**src/rtl/gram_write_arbiter_pkg.sv**
```systemverilog
// -----------------------------------------------------------------------------
// gram_write_arbiter_pkg
// Shared constants for the character GRAM write path: GRAM geometry, the
// visible text area size and the write-arbiter FSM state encoding.
// Ports: none (package).
// -----------------------------------------------------------------------------
package gram_write_arbiter_pkg;

   localparam int GRAM_ADDR_W = 12;
   localparam int GRAM_DATA_W = 7;
   localparam int TEXT_COLS   = 80;
   localparam int TEXT_ROWS   = 30;
   localparam int TEXT_DEPTH  = TEXT_COLS * TEXT_ROWS;

   typedef enum logic [0:0] {
      ST_IDLE  = 1'b0,
      ST_CLEAR = 1'b1
   } gwa_state_e;

endpackage

```
**src/rtl/gram_write_arbiter_if.sv**
```systemverilog
// -----------------------------------------------------------------------------
// gram_write_arbiter_if
// Bundles the write-side signals of the GRAM arbiter: clear control, the two
// request ports and the registered GRAM write port.
//   master : producers / test side (drives requests and clear control)
//   slave  : the arbiter itself
// -----------------------------------------------------------------------------
interface gram_write_arbiter_if
   import gram_write_arbiter_pkg::*;
#(
   parameter int ADDR_W = GRAM_ADDR_W,
   parameter int DATA_W = GRAM_DATA_W
);
   logic              clear_start;
   logic [DATA_W-1:0] clear_char;
   logic              clear_busy;
   logic              clear_done;

   logic              req0_valid;
   logic [ADDR_W-1:0] req0_addr;
   logic [DATA_W-1:0] req0_data;
   logic              req0_ready;

   logic              req1_valid;
   logic [ADDR_W-1:0] req1_addr;
   logic [DATA_W-1:0] req1_data;
   logic              req1_ready;

   logic              addr_err;

   logic [ADDR_W-1:0] gram_write_address;
   logic [DATA_W-1:0] gram_write_data;
   logic              gram_write_enable;

   modport master (
      output clear_start, clear_char,
      output req0_valid, req0_addr, req0_data,
      output req1_valid, req1_addr, req1_data,
      input  clear_busy, clear_done, req0_ready, req1_ready, addr_err,
      input  gram_write_address, gram_write_data, gram_write_enable
   );

   modport slave (
      input  clear_start, clear_char,
      input  req0_valid, req0_addr, req0_data,
      input  req1_valid, req1_addr, req1_data,
      output clear_busy, clear_done, req0_ready, req1_ready, addr_err,
      output gram_write_address, gram_write_data, gram_write_enable
   );

endinterface

```
**src/rtl/gram_write_arbiter_rr_arbiter2.sv**
```systemverilog
// -----------------------------------------------------------------------------
// rr_arbiter2
// Two-requester round-robin arbiter. A lone requester is granted directly;
// when both request, the one not granted last wins. The history register
// only advances when the granted request is actually taken (i_accept).
//   i_clk, i_rst_n : clock, async active-low reset
//   i_valid[1:0]   : requests
//   i_accept       : granted request was transferred this cycle
//   o_grant[1:0]   : one-hot grant (zero when nobody requests)
// -----------------------------------------------------------------------------
module rr_arbiter2 (
   input  logic       i_clk,
   input  logic       i_rst_n,
   input  logic [1:0] i_valid,
   input  logic       i_accept,
   output logic [1:0] o_grant
);

   // Reset to 1 so port 0 wins the first contended cycle.
   logic       r_last_grant;
   logic [1:0] w_grant;

   always_comb begin
      w_grant = 2'b00;
      case (i_valid)
         2'b01:   w_grant = 2'b01;
         2'b10:   w_grant = 2'b10;
         2'b11:   w_grant = r_last_grant ? 2'b01 : 2'b10;
         default: w_grant = 2'b00;
      endcase
   end

   always_ff @(posedge i_clk or negedge i_rst_n) begin
      if (!i_rst_n)      r_last_grant <= 1'b1;
      else if (i_accept) r_last_grant <= w_grant[1];
   end

   assign o_grant = w_grant;

endmodule

```
**src/rtl/gram_write_arbiter.sv**
```systemverilog
// -----------------------------------------------------------------------------
// gram_write_arbiter
// Sole owner of the character GRAM write port. Shares it between two
// streaming requesters with round-robin arbitration and owns a clear engine
// that writes one character code to every visible cell.
//   i_clk   : system clock (CLOCK_50 domain)
//   i_rst_n : async active-low reset
//   bus     : slave side of gram_write_arbiter_if
//             clear_start/clear_char in, clear_busy/clear_done out,
//             req{0,1}_valid/addr/data in, req{0,1}_ready out (combinational),
//             addr_err out, gram_write_address/data/enable out (registered)
// -----------------------------------------------------------------------------
module gram_write_arbiter
   import gram_write_arbiter_pkg::*;
#(
   parameter int ADDR_W = GRAM_ADDR_W,
   parameter int DATA_W = GRAM_DATA_W,
   parameter int DEPTH  = TEXT_DEPTH
) (
   input  logic                 i_clk,
   input  logic                 i_rst_n,
   gram_write_arbiter_if.slave  bus
);

   localparam logic [ADDR_W-1:0] LAST_ADDR = ADDR_W'(DEPTH - 1);

   gwa_state_e        r_state, w_state_nxt;
   logic [ADDR_W-1:0] r_cnt;
   logic [DATA_W-1:0] r_clr_char;

   logic              r_we, r_err, r_busy, r_done;
   logic [ADDR_W-1:0] r_wa;
   logic [DATA_W-1:0] r_wd;

   logic              w_clr_wr, w_clr_last;
   logic [ADDR_W-1:0] w_clr_addr;
   logic [DATA_W-1:0] w_clr_data;

   logic [1:0]        w_grant;
   logic              w_open, w_xfer, w_addr_ok;
   logic [ADDR_W-1:0] w_sel_addr;
   logic [DATA_W-1:0] w_sel_data;

   // Ports are only open in IDLE and lose to a same-cycle clear request.
   assign w_open         = i_rst_n && (r_state == ST_IDLE) && !bus.clear_start;
   assign bus.req0_ready = w_open && w_grant[0];
   assign bus.req1_ready = w_open && w_grant[1];
   assign w_xfer         = (bus.req0_valid && bus.req0_ready) ||
                           (bus.req1_valid && bus.req1_ready);

   assign w_sel_addr = w_grant[1] ? bus.req1_addr : bus.req0_addr;
   assign w_sel_data = w_grant[1] ? bus.req1_data : bus.req0_data;
   assign w_addr_ok  = (w_sel_addr <= LAST_ADDR);

   rr_arbiter2 u_arb (
      .i_clk   (i_clk),
      .i_rst_n (i_rst_n),
      .i_valid ({bus.req1_valid, bus.req0_valid}),
      .i_accept(w_xfer),
      .o_grant (w_grant)
   );

   // Clear engine: the start cycle itself issues address 0, every CLEAR
   // cycle issues r_cnt+1. Leaving CLEAR on the edge that issues the final
   // address lets a port be ready in the same cycle clear_done is visible,
   // while its write still lands one cycle after the last clear write.
   always_comb begin
      w_state_nxt = r_state;
      w_clr_wr    = 1'b0;
      w_clr_addr  = '0;
      w_clr_data  = r_clr_char;
      case (r_state)
         ST_IDLE: begin
            if (bus.clear_start) begin
               w_clr_wr   = 1'b1;
               w_clr_data = bus.clear_char;
            end
         end
         ST_CLEAR: begin
            w_clr_wr   = 1'b1;
            w_clr_addr = r_cnt + 1'b1;
         end
         default: w_state_nxt = ST_IDLE;
      endcase
      w_clr_last = w_clr_wr && (w_clr_addr == LAST_ADDR);
      if (w_clr_wr) w_state_nxt = w_clr_last ? ST_IDLE : ST_CLEAR;
   end

   always_ff @(posedge i_clk or negedge i_rst_n) begin
      if (!i_rst_n) r_state <= ST_IDLE;
      else          r_state <= w_state_nxt;
   end

   // Address/data hold their last value whenever no write is issued.
   always_ff @(posedge i_clk or negedge i_rst_n) begin
      if (!i_rst_n) begin
         r_cnt      <= '0;
         r_clr_char <= '0;
         r_we       <= 1'b0;
         r_err      <= 1'b0;
         r_busy     <= 1'b0;
         r_done     <= 1'b0;
         r_wa       <= '0;
         r_wd       <= '0;
      end else begin
         r_we   <= 1'b0;
         r_err  <= 1'b0;
         r_busy <= 1'b0;
         r_done <= 1'b0;
         if (w_clr_wr) begin
            r_we   <= 1'b1;
            r_wa   <= w_clr_addr;
            r_wd   <= w_clr_data;
            r_busy <= 1'b1;
            r_done <= w_clr_last;
            r_cnt  <= w_clr_addr;
            if (r_state == ST_IDLE) r_clr_char <= bus.clear_char;
         end else if (w_xfer) begin
            // Out-of-range requests are consumed but never reach the GRAM.
            if (w_addr_ok) begin
               r_we <= 1'b1;
               r_wa <= w_sel_addr;
               r_wd <= w_sel_data;
            end else begin
               r_err <= 1'b1;
            end
         end
      end
   end

   assign bus.gram_write_enable  = r_we;
   assign bus.gram_write_address = r_wa;
   assign bus.gram_write_data    = r_wd;
   assign bus.clear_busy         = r_busy;
   assign bus.clear_done         = r_done;
   assign bus.addr_err           = r_err;

endmodule
```
**src/flat_wrapper.sv**
```systemverilog
// flat-port wrapper written by rule: the top's interface ports become plain ports
module gram_write_arbiter_flat import gram_write_arbiter_pkg::*;
#(
   parameter int ADDR_W = GRAM_ADDR_W,
   parameter int DATA_W = GRAM_DATA_W,
   parameter int DEPTH  = TEXT_DEPTH
)
  (i_clk, i_rst_n, bus_clear_start, bus_clear_char, bus_req0_valid, bus_req0_addr, bus_req0_data, bus_req1_valid, bus_req1_addr, bus_req1_data, bus_clear_busy, bus_clear_done, bus_req0_ready, bus_req1_ready, bus_addr_err, bus_gram_write_address, bus_gram_write_data, bus_gram_write_enable);
  gram_write_arbiter_if #(.ADDR_W(ADDR_W), .DATA_W(DATA_W)) bus_i ();
  input  logic i_clk;
  input  logic i_rst_n;
  input wire logic [$bits(bus_i.clear_start)-1:0] bus_clear_start;
  input wire logic [$bits(bus_i.clear_char)-1:0] bus_clear_char;
  input wire logic [$bits(bus_i.req0_valid)-1:0] bus_req0_valid;
  input wire logic [$bits(bus_i.req0_addr)-1:0] bus_req0_addr;
  input wire logic [$bits(bus_i.req0_data)-1:0] bus_req0_data;
  input wire logic [$bits(bus_i.req1_valid)-1:0] bus_req1_valid;
  input wire logic [$bits(bus_i.req1_addr)-1:0] bus_req1_addr;
  input wire logic [$bits(bus_i.req1_data)-1:0] bus_req1_data;
  output wire logic [$bits(bus_i.clear_busy)-1:0] bus_clear_busy;
  output wire logic [$bits(bus_i.clear_done)-1:0] bus_clear_done;
  output wire logic [$bits(bus_i.req0_ready)-1:0] bus_req0_ready;
  output wire logic [$bits(bus_i.req1_ready)-1:0] bus_req1_ready;
  output wire logic [$bits(bus_i.addr_err)-1:0] bus_addr_err;
  output wire logic [$bits(bus_i.gram_write_address)-1:0] bus_gram_write_address;
  output wire logic [$bits(bus_i.gram_write_data)-1:0] bus_gram_write_data;
  output wire logic [$bits(bus_i.gram_write_enable)-1:0] bus_gram_write_enable;
  assign bus_i.clear_start = bus_clear_start;
  assign bus_i.clear_char = bus_clear_char;
  assign bus_i.req0_valid = bus_req0_valid;
  assign bus_i.req0_addr = bus_req0_addr;
  assign bus_i.req0_data = bus_req0_data;
  assign bus_i.req1_valid = bus_req1_valid;
  assign bus_i.req1_addr = bus_req1_addr;
  assign bus_i.req1_data = bus_req1_data;
  assign bus_clear_busy = bus_i.clear_busy;
  assign bus_clear_done = bus_i.clear_done;
  assign bus_req0_ready = bus_i.req0_ready;
  assign bus_req1_ready = bus_i.req1_ready;
  assign bus_addr_err = bus_i.addr_err;
  assign bus_gram_write_address = bus_i.gram_write_address;
  assign bus_gram_write_data = bus_i.gram_write_data;
  assign bus_gram_write_enable = bus_i.gram_write_enable;
  gram_write_arbiter #(.ADDR_W(ADDR_W), .DATA_W(DATA_W), .DEPTH(DEPTH)) u_core (.i_clk(i_clk), .i_rst_n(i_rst_n), .bus(bus_i));
endmodule
```
**config.mk**
```make
export PLATFORM = sky130hd
export DESIGN_NAME = gram_write_arbiter_flat
export DESIGN_NICKNAME = d
export VERILOG_FILES = /design/src/rtl/gram_write_arbiter_pkg.sv /design/src/rtl/gram_write_arbiter_if.sv /design/src/rtl/gram_write_arbiter_rr_arbiter2.sv /design/src/rtl/gram_write_arbiter.sv /design/src/flat_wrapper.sv
export SDC_FILE = /design/constraint.sdc
export NUM_CORES = 1
export LEC_CHECK = 0
export CORE_MARGIN = 4
export CORE_UTILIZATION = 48
export DETAILED_ROUTE_END_ITERATION = 8
export GPL_ROUTABILITY_DRIVEN = 0
export GPL_TIMING_DRIVEN = 0
export PLACE_DENSITY = 0.8
export SKIP_CTS_REPAIR_TIMING = 1
export SYNTH_ARGS = -nofsm -noshare
export SYNTH_HDL_FRONTEND = slang
export SYNTH_SLANG_ARGS = --single-unit
```
**constraint.sdc**
```tcl
create_clock -name i_clk -period 2.3 [get_ports i_clk]
set_input_delay 0.345 -clock i_clk [delete_from_list [all_inputs] [get_ports i_clk]]
set_output_delay 0.345 -clock i_clk [all_outputs]
set_load 0.02 [all_outputs]
```
=== Word-level counts from Yosys, hierarchy flattened ===
Index checks and enable logic that the tools add are counted.

* Register bits: 44
* Bits in latches: 0
* Bits in writable memories: 0
* Memory bits (read-only): 0
* Input bits: 50
* Logic and storage cells: 54
* Memories: 0

* $add $sub $neg: 1
* $mul: 0
* Div/mod/pow operators: 0
* Order comparisons: 1
* Equal/unequal tests: 4
* Shift-type cells: 0
* Multiplexer cells: 24
* Bitwise gates (word level): 1
* Reduce and logical (&&, ||, !) cells: 13

{| class="wikitable"
|+ Operators by type and width
! kind !! count
|-
| $mux 12 || 5
|-
| $mux 7 || 6
|-
| $add 12x1->12 const B || 1
|-
| $eq 12x12->1 const B || 1
|-
| $le 12x12->1 const B || 1
|-
| $mux 1 || 10
|-
| $logic_and 1x1->1 || 7
|-
| $pmux 2 s3 || 1
|-
| $eq 2x2->1 const B || 2
|-
| $reduce_and 2->1 || 2
|-
| $reduce_bool 2->1 || 2
|-
| $eq 2x1->1 const B || 1
|-
| $mux 2 || 1
|-
| $pmux 1 s2 || 1
|-
| $logic_not 1->1 || 1
|-
| $logic_or 1x1->1 || 1
|-
| $not 1->1 || 1
|}

=== Logic depth before layout (Yosys ltp) ===
* Depth in word-level cells: 8
* Gate-level depth with buffers: 8
* Depth with buffers taken out: 6

=== Cells and area by module ===
A second synthesis with hierarchy kept.

* Cells, all modules: 237
* Area, all modules: 2431.1 um^2

{| class="wikitable"
|+ By module, submodules not included
! module !! instances !! cells an instance !! area each (um^2) !! seq. area each (um^2)
|-
| gram_write_arbiter || 1 || 232 || 2367.3 || 1076.0
|-
| rr_arbiter2 || 1 || 5 || 63.8 || 26.3
|}

=== Worst setup path before layout ===
Ideal clock, no wire load.

* Path kind: register to register
* From: reg u_core.u_arb.r_last_grant
* To: reg u_core.r_wa[10], in the netlist u_core.bus.gram_write_address[10]
* Data arrival time: 1939 ps
* Setup slack: 236 ps
* Cell stages (with the launch flop): 8
* Cells stage by stage: dfstp_2 a21boi_2 a2111o_1 and3_1 buf_6 o21ai_4 buf_8 mux2_4

* Longest elaborated chain between the ends: 7
* Elaborated cells between the ends (all ways): 15
* Those cells by class: order compare (1); mux (6); reduce/logical (8)

{| class="wikitable"
|+ Ends and longest elaborated chain
! element !! RTL line !! source
|-
| from (decl) || gram_write_arbiter_rr_arbiter2.sv:20 || <nowiki>logic r_last_grant;</nowiki>
|-
| from (signal assigned) || gram_write_arbiter_rr_arbiter2.sv:35 || <nowiki>else if (i_accept) r_last_grant <= w_grant[1];</nowiki>
|-
| $mux 2 (*) || gram_write_arbiter_rr_arbiter2.sv:28 || <nowiki>2'b11: w_grant = r_last_grant ? 2'b01 : 2'b10;</nowiki>
|-
| $pmux 2 s3 (*) || gram_write_arbiter_rr_arbiter2.sv:25 || <nowiki>case (i_valid)</nowiki>
|-
| branches (longest 5 deep; another with $le 12x12->1) || -- ||
|-
| to (signal assigned) || gram_write_arbiter.sv:112 || <nowiki>r_wa <= w_clr_addr;</nowiki>
|-
| to (signal assigned) || gram_write_arbiter.sv:122 || <nowiki>r_wa <= w_sel_addr;</nowiki>
|-
| to (decl) || gram_write_arbiter.sv:32 || <nowiki>logic [ADDR_W-1:0] r_wa;</nowiki>
|}

Mark *: on every way between the ends. The select of a mux whose other input is x is not followed.
A chain may end at the register's enable or synchronous reset.

=== Final worst setup path ===
Same ends and word-level chain as after synthesis.

==> flow_summary.yaml <==
sta:
  period_needed_ps: 2248
  slew_headroom_pct: 52.62
  tightest_slew_ps: 710.7
  drv_slew: 0
  final.setup_skew_ps: 8.686
  hold_viol_final: 0
  maxClockFrequency_mhz: 444.8
  finalWorstSetupSlack_ps: 52.05
  layout_worst_path_cycle_share_pct: 97.74
  finalSetupViolations: 0
logic_synthesis:
  ys.flop_type: "dfrtp_1"
  syn_area_um2: 2644
  synth_cell_types: 52
  ys_seq_area_share_pct: 41.69
  synthArstFlopShare_pct: 100.0
  synth_edf_count: 0
  synth_top_area_share_pct: 40.70
  yosys.area.top_type: "dfrtp_1"
  syn_inst: 292
  syn_avg_cell_area_um2: 9.054
  synthTopCellsByArea: "dfrtp_1, nand2_1, mux2_2"
  synth_fp_nets: 343
  yosys_warnings: 0
  ys_seq_elements: 44
power_and_ir_drop:
  combPwrFrac_pct: 39.5
  p_leak_uw: 0.001635
  p_int_uw: 1721
  power_switching_uw: 940.4
  p_sw_share_pct: 35.34
  pwr-share-seq_pct: 41.3
  ir_drop_uv: 418.5
  power_density_nw_per_um2: 721.2
  pwr-share-clk_pct: 19.2
global_routing:
  gr-total-overflow: 0
  grtUsageTotal_pct: 23.09
  grt_pass1_wl_um: 11830
  grt_pass1_vias: 2493
  met1_usage_pct: 29.63
  met3_usage_pct: 4.121
  grtUsageMet2_pct: 39.02
  antenna_found_initial: 0
  grt_start_max_net_pins: 35
  grt-busiest-layer: "met2"
floorplan:
  rows: 26
  die_x_um: 82.22
  die_h_um: 82.22
  initial_core_util_pct: 50.48
  die_area_um2: 6759
  core_um2: 5238
  io_pins: 75
drt:
  routedWlPerCell_um: 16.90
  drt-vias-per-instance: 5.678
  wirelength_um: 7654
  drt_iter0_drc: 157
  ant_nets: 0
  remaining_drc_errors: 0
  drtPass1Iterations: 5
  vias: 2572
worst_setup_path:
  cpPeakStageDelay_ps: 590
  timing.rr.start: "u_core.u_arb.r_last_grant$_DFFE_PN1P_"
  arrival_ps: 2430
  slowest_stage: "dfstp_2"
  crit_fanout: 8
  worstRegToRegCells: 7
  crit_cells: 7
  cp_cell_sequence: "a21boi_4 -> a2111o_1 -> and3_4 -> buf_6 -> o21ai_4 -> buf_8 -> mux2_4"
  timing.rr.end: "u_core.bus.gram_write_address[10]$_DFFE_PN0P_"
  end_kind: "register"
  path_buf_inv: 2
  reg2reg_slack_ps: 50
  cp_top_family: "compound AO/OA/AOI/OAI gates"
  required_ps: 2490
  criticalPathCategory: "reg -> reg"
  crit_path_start_kind: "register"
clock_tree:
  path_clk_slew_ps: 80
  clk_latency_ps: 300
  cts_tree: "yes"
  htree_levels: 2
  clockRootBuffer: "clkbuf_8"
  cts_made_buffers: 5
  clkSinkCount: 44
  clk_path_buf_depth: 2
placement:
  placed_area_um2: 3477
  dp_hpwl_um: 5643
  place_ws_ps: -880.7
  io_buffer_count: 73
finish:
  multi_input_area_um2: 1425
  antenna_cells: 0
  final_common_cell: "clkdlybuf4s50_1"
  mostFrequentLayoutCells: "clkdlybuf4s50_1, nand2_1, dfrtp_1"
  design_area_um2: 3690
  num-fill-cells: 406
  drive_above_1_share_pct: 14.10
  finalNetCount: 433
  syn_to_final_growth_pct: 39.56
  seqCellArea_um2: 1102
run_status:
  status: "finished clean"
run:
  drv_cap: 0
hold_path:
  hp-class: "in -> async"
per-layer routing:
layer	share of wire, %	wire length, um
met1	43	3294
met2	48	3664
met3	7.2	550
met4	1.9	145
met5	0	0
final cells by class:
| type | count | area share [%] |
|---|---|---|
| inverters | 9 | 0.9156 |
| multi-input cells | 219 | 38.62 |
| well taps | 70 | 2.374 |
| plain buffers | 20 | 3.154 |
| clock buffers | 7 | 2.340 |
| flip-flops and latches | 44 | 29.87 |
| clock inverters | 1 | 0.2035 |
| repair buffers | 83 | 22.52 |
sequential cells by signal, indices dropped and copies added, names as in the netlist:
register,cells
u_core.bus.addr_err,1
u_core.bus.gram_write_data,7
u_core.bus.clear_done,1
u_core.u_arb.r_last_grant,1
u_core.bus.clear_busy,1
u_core.bus.gram_write_address,12
u_core.r_cnt,12
u_core.r_clr_char,7
u_core.bus.gram_write_enable,1
u_core.r_state,1
Yosys cell counts (all sizes together) (2+ instances only):
library cell,n
o22ai,8
or4,2
nor4,2
nor3,2
xor2,3
xnor2,7
clkbuf,12
dfrtp,43
nand2,51
a31oi,5
mux2,11
a2111o,2
and3,5
o31ai,2
a311oi,7
nor2,22
nor3b,7
nor2b,2
or3,2
nand3,8
a22oi,8
o21ai,16
mux2i,6
o22a,6
buf,8
inv,9
a21oi,8
a21o,8
a2bb2oi,8
cells by family after synthesis:
logic type | count (synthesis) | synth area share, %
AO/OA/AOI/OAI | 84 | 23.33
buffers and inverters | 29 | 5.347
multiplexers | 17 | 7.099
AND/OR/NAND/NOR | 107 | 18.74
XOR/XNOR | 10 | 3.313
flip-flops | 44 | 41.69
adder cells (fa/ha/maj) | 1 | 0.4732
power by group through the flow:
stage	clock network (uW)	logic, uW	registers (uW)
2_1_floorplan	0	525	1190
3_3_place_gp	0	1010	1100
3_5_place_dp	0	1040	1110
4_1_cts	521	1040	1100
5_1_grt	557	1140	1120
6_report	511	1050	1100
worst max path at each step:
stage / start / to / slack (ps)
final: u_core.u_arb.r_last_grant$_DFFE_PN1P_ / u_core.bus.gram_write_address[10]$_DFFE_PN0P_ / 50
after global routing: bus_clear_start / bus_req1_ready / -6
after CTS: u_core.r_state$_DFFE_PN0N_ / bus_req1_ready / -920
after detailed placement: bus_clear_start / bus_req1_ready / -880
after global placement: i_rst_n / bus_req1_ready / -2520
after floorplan: u_core.u_arb.r_last_grant$_DFFE_PN1P_ / u_core.bus.gram_write_address[10]$_DFFE_PN0P_ / 240
metrics by stage:
stage / setup TNS [ps] / util [%] / hold slack, ps / instances / power, uW
detailed placement: -6458 / 66.39 / 254.0 / 436 / 2146
floorplan: 0 / - / 49.41 / 292 / 1713
global placement: -56220 / 66.10 / 482.2 / 435 / 2109
CTS: -1660 / 68.18 / -71.56 / 444 / 2659
finish: 0 / 70.45 / 25.11 / 453 / 2661
global route: -6.060 / 70.45 / 37.69 / 453 / 2819
Note: power is estimated with default switching activity, not from simulation.
